## src/rtl/fflags_pkg.sv

```systemverilog
// fflags_pkg: shared sizes, flag bit positions and commit record for the fflags row store.
package fflags_pkg;
  localparam int ENTRIES = 7;
  localparam int FLAG_W = 5;
  localparam int ADDR_W = 3;
  localparam int NX = 0;
  localparam int UF = 1;
  localparam int OF = 2;
  localparam int DZ = 3;
  localparam int NV = 4;
  typedef struct packed {
    logic [ADDR_W-1:0] addr;
    logic [FLAG_W-1:0] flags;
  } commit_rec_t;
  function automatic logic [ADDR_W-1:0] next_ptr(input logic [ADDR_W-1:0] p);
    return (p == ADDR_W'(ENTRIES - 1)) ? '0 : p + 1'b1;
  endfunction
endpackage

```

## src/rtl/fflags_row_tracker.sv

```systemverilog
// fflags_row_tracker: in-order row pointers, occupancy and per-row valid/done bits.
module fflags_row_tracker
  import fflags_pkg::*;
(
  input  logic              clock,
  input  logic              reset_n,
  input  logic              alloc,
  input  logic              free,
  input  logic              wb_valid,
  input  logic [ADDR_W-1:0] wb_addr,
  input  logic              flush,
  output logic [ADDR_W-1:0] head,
  output logic [ADDR_W-1:0] tail,
  output logic              full,
  output logic              head_ready
);
  logic [ENTRIES-1:0] valid, done;
  logic [ADDR_W:0]    count;
  assign full = count == (ADDR_W + 1)'(ENTRIES);
  assign head_ready = valid[head] & done[head];
  always_ff @(posedge clock or negedge reset_n) begin
    if (!reset_n) begin
      head  <= '0;
      tail  <= '0;
      count <= '0;
      valid <= '0;
      done  <= '0;
    end else if (flush) begin
      head  <= '0;
      tail  <= '0;
      count <= '0;
      valid <= '0;
      done  <= '0;
    end else begin
      if (alloc) begin
        valid[tail] <= 1'b1;
        done[tail]  <= 1'b0;
        tail        <= next_ptr(tail);
      end
      if (wb_valid && valid[wb_addr]) done[wb_addr] <= 1'b1;
      // a free of the head row must win over a same-edge write to it
      if (free) begin
        valid[head] <= 1'b0;
        done[head]  <= 1'b0;
        head        <= next_ptr(head);
      end
      count <= count + {{ADDR_W{1'b0}}, alloc} - {{ADDR_W{1'b0}}, free};
    end
  end
endmodule

```

## src/rtl/fflags_commit_drain.sv

```systemverilog
// fflags_commit_drain: drains completed flag rows in order into a commit register
// and accumulates consumed flags into the sticky accrued value.
module fflags_commit_drain
  import fflags_pkg::*;
(
  input  logic              clock,
  input  logic              reset_n,
  input  logic              alloc_valid,
  output logic              alloc_ready,
  output logic [ADDR_W-1:0] alloc_addr,
  input  logic              wb_valid,
  input  logic [ADDR_W-1:0] wb_addr,
  output logic              R0_en,
  output logic [ADDR_W-1:0] R0_addr,
  input  logic [FLAG_W-1:0] R0_data,
  output logic              commit_valid,
  input  logic              commit_ready,
  output logic [ADDR_W-1:0] commit_addr,
  output logic [FLAG_W-1:0] commit_flags,
  output logic [FLAG_W-1:0] accrued,
  input  logic              csr_wen,
  input  logic [FLAG_W-1:0] csr_wdata,
  input  logic              flush
);
  logic              full, head_ready, load, consume;
  logic [ADDR_W-1:0] head, tail;
  logic [FLAG_W-1:0] consumed;
  commit_rec_t       rec;
  fflags_row_tracker u_trk (
    .clock      (clock),
    .reset_n    (reset_n),
    .alloc      (alloc_valid && alloc_ready),
    .free       (load),
    .wb_valid   (wb_valid),
    .wb_addr    (wb_addr),
    .flush      (flush),
    .head       (head),
    .tail       (tail),
    .full       (full),
    .head_ready (head_ready)
  );
  assign alloc_ready  = !full;
  assign alloc_addr   = tail;
  assign consume      = commit_valid && commit_ready;
  assign load         = head_ready && (!commit_valid || commit_ready) && !flush;
  assign R0_en        = load;
  assign R0_addr      = head;
  assign commit_addr  = rec.addr;
  assign commit_flags = rec.flags;
  assign consumed     = consume ? rec.flags : '0;
  always_ff @(posedge clock or negedge reset_n) begin
    if (!reset_n) begin
      commit_valid <= 1'b0;
      rec          <= '0;
      accrued      <= '0;
    end else begin
      if (flush) commit_valid <= 1'b0;
      else if (load) begin
        commit_valid <= 1'b1;
        rec          <= '{addr: head, flags: R0_data};
      end else if (consume) commit_valid <= 1'b0;
      accrued <= (csr_wen ? csr_wdata : accrued) | consumed;
    end
  end
endmodule
```

## config.mk

```make
export PLATFORM = sky130hd
export DESIGN_NAME = fflags_commit_drain
export DESIGN_NICKNAME = d
export VERILOG_FILES = /design/src/rtl/fflags_pkg.sv /design/src/rtl/fflags_row_tracker.sv /design/src/rtl/fflags_commit_drain.sv
export SDC_FILE = /design/constraint.sdc
export NUM_CORES = 1
export LEC_CHECK = 0
export ABC_CLOCK_PERIOD_IN_PS = 2690
export BUFFER_PORTS_ARGS = -buffer_cell sky130_fd_sc_hd__buf_2
export CAP_MARGIN = 20
export CORE_MARGIN = 4
export CORE_UTILIZATION = 35
export DETAILED_ROUTE_END_ITERATION = 6
export GPL_ROUTABILITY_DRIVEN = 0
export PLACE_DENSITY = 0.54
export SLEW_MARGIN = 20
export SYNTH_ARGS = -nofsm -noshare
export SYNTH_HDL_FRONTEND = slang
export SYNTH_SLANG_ARGS = --single-unit
```

## constraint.sdc

```tcl
create_clock -name clock -period 2.69 [get_ports clock]
set_input_delay 0.1345 -clock clock [delete_from_list [all_inputs] [get_ports clock]]
set_output_delay 0.1345 -clock clock [all_outputs]
set_load 0.02 [all_outputs]
```

==> out/qor.yml <==
floorplanning:
  die_x_um: 82.99
  coreArea_mm2: 0.005473
  die_height_um: 82.99
  num_rows: 27
  dieArea_mm2: 0.006887
  start_util_pct: 35.96
  ioPinCount: 42
critical_path:
  cp-start-kind: "register"
  critPathCaptureType: "register"
  path_class: "register to register"
  crit_arrival_ps: 2710
  cp.required_ps: 2850
  cp_max_fo: 6
yosys:
  synth_fp_nets: 211
  synth-seq-area-share_pct: 48.32
  async_flop_share_pct: 100.0
  ys_ff_latch: 38
  synth-edff-count: 0
  syn_area_per_cell_um2: 10.64
  yosys_warnings: 0
  syn_inst: 185
  synth_area_mm2: 0.001968
  synth-main-ff-cell: "dfrtp_1"
  ys_types: 46
finish:
  fin_util_pct: 44.42
  area.growth.synth_to_final_pct: 23.52
  drive_gt1_share_pct: 34.47
  final_cell_mix: "buf_2, dfrtp_1, nor2_1, nor3_1, inv_1"
  final_nets: 260
  final_common_cell: "buf_2"
  stdcell_count: 307
  num_antenna_cells: 0
detailed_routing:
  ant_nets: 0
  via_per_inst: 5.111
  post_drt_wl_per_cell_um: 14.91
  drtIter0Drc: 75
  via_count: 1569
  drt_wl_total_um: 4578
  drt_pre_antenna_iters: 4
  drc: 0
grt:
  grt_max_degree: 39
  antenna_found_initial: 0
  grt_pass1_vias: 1541
  grt_overflow: 0
  grt_pass1_wl_um: 7790
  grt_usage_pct: 13.83
clocking:
  clkTransAtPathRegs_ps: 70
  cts_buffers: 5
  clkSinkCount: 38
  worstSkewPairLatency_ps: 290
  cts_tree: "yes"
  cts_root_buf: "clkbuf_8"
  h-tree-depth: 2
  cts_max_path_buffers: 2
sta:
  drv_slew: 0
  finalSetupViolCount: 0
  finClkSkew_ps: 7.360
  fmax_mhz: 392.0
  hold_violations: 0
  post-route-min-period_ps: 2551
  relSlewSlack_pct: 42.97
  holdWs_ps: 83.53
  tightest_slew_ps: 855.5
  period_share_pct: 94.84
  setup_ws_ps: 138.7
power_and_ir_drop:
  power_density_mw_per_mm2: 482.9
  p_leak_nw: 1.086
  ir_worst_vdd_mv: 0.3069
run_status:
  status: "complete, no violations"
place:
  dpl.hpwl_um: 3361
  place_inst: 295
  port_buffers: 41
  pre_cts_ws_ps: 46.70
hold_path:
  min_path_type: "input port to register"
flow_run:
  drv_cap: 0
## cells by family after synthesis
logic type,count (synthesis),synth area share (%)
DFF,38,48.32
and+or+nand+nor,62,17.10
xor gates and xnor gates,2,0.8902
AOI/OAI and AO/OA,42,15.96
muxes,13,8.455
buffers and inverters,22,5.086
adders and majority gates,6,4.196
## layout make-up
cell class / instances / area, µm²
inverters: 12 / 48.80
clock buffers: 8 / 80.08
well taps: 72 / 90.09
repair buffers: 52 / 287.8
flip-flops and latches: 38 / 954.7
fillers: 550 / 3042
multi-input cells: 125 / 969.7
## critical path, stage by stage, from the launching register on
cell and delay [ps]:
dfrtp_2 470, buf_4 180, mux2i_1 140, a2bb2oi_2 190, o2111ai_2 150, or2_4 270, clkinvlp_4 90, ha_4 120
inv_1 50, ha_1 270, a21o_1 170, a21oi_2 150, xor2_1 150, nor2_1 50
## worst paths after layout
path,startpoint,cells past startpoint,slack [ps],end
min reg2reg,commit_addr[2],2,510,commit_addr[2]
max reg2reg,u_trk.head[0],13,140,u_trk.count[3]
max in group asynchronous,reset_n,2,1580,u_trk.head[1]
min,R0_data[2],2,80,commit_flags[2]
min in group asynchronous,reset_n,2,510,u_trk.count[2]
max,u_trk.head[0],13,140,u_trk.count[3]
## power breakdown
group	switching, mW	internal, mW	leakage (nW)	total, mW
clock network	0.189	0.184	0.0395	0.374
logic	0.0986	0.0792	0.537	0.178
registers	0.0210	0.601	0.510	0.622
total	0.309	0.865	1.09	1.17
## what timing repair did
action / 4_1_cts / 5_1_grt
setup endpoints to repair: 0 / 3
endpoints found under the hold margin: 38 / 0
buffers inserted: 0 / 3
gates resized for setup: 0 / 6
hold buffers: 1 / 0
## cells in the mapped netlist, drive strengths merged, types with 6 or more instances
master  instances  area, µm²
dfrtp          38      950.9
nor2           13      48.80
nor3           13      65.06
inv            12      45.04
a21oi           8      40.04
mux2            8      116.4
nor2b           8      50.05
nand2           6      22.52
o21ai           6      30.03
## routing by layer
layer	vias up	part of all wire [%]	track usage [%]
met5	-	0	0
met4	0	1.2	4.012
met3	7	6.0	4.167
met2	45	42	19.97
met1	752	51	19.94
li1	765	-	-
## registers in the layout, summed over array words and instances, names as in the netlist
name          flops
u_trk.count       4
commit_flags      5
u_trk.done        7
u_trk.head        3
accrued           5
u_trk.tail        3
u_trk.valid       7
commit_valid      1
commit_addr       3
## through the flow
stage,cell area (µm²),power (mW),TNS [ps]
floorplan,2009,0.7427,-22.72
global placement,2298,0.8068,0
detailed placement,2298,0.8067,0
CTS,2389,1.187,0
global route,2431,1.234,-9.166
finish,2431,1.174,0
No activity file was read; power rests on OpenSTA's default activity.
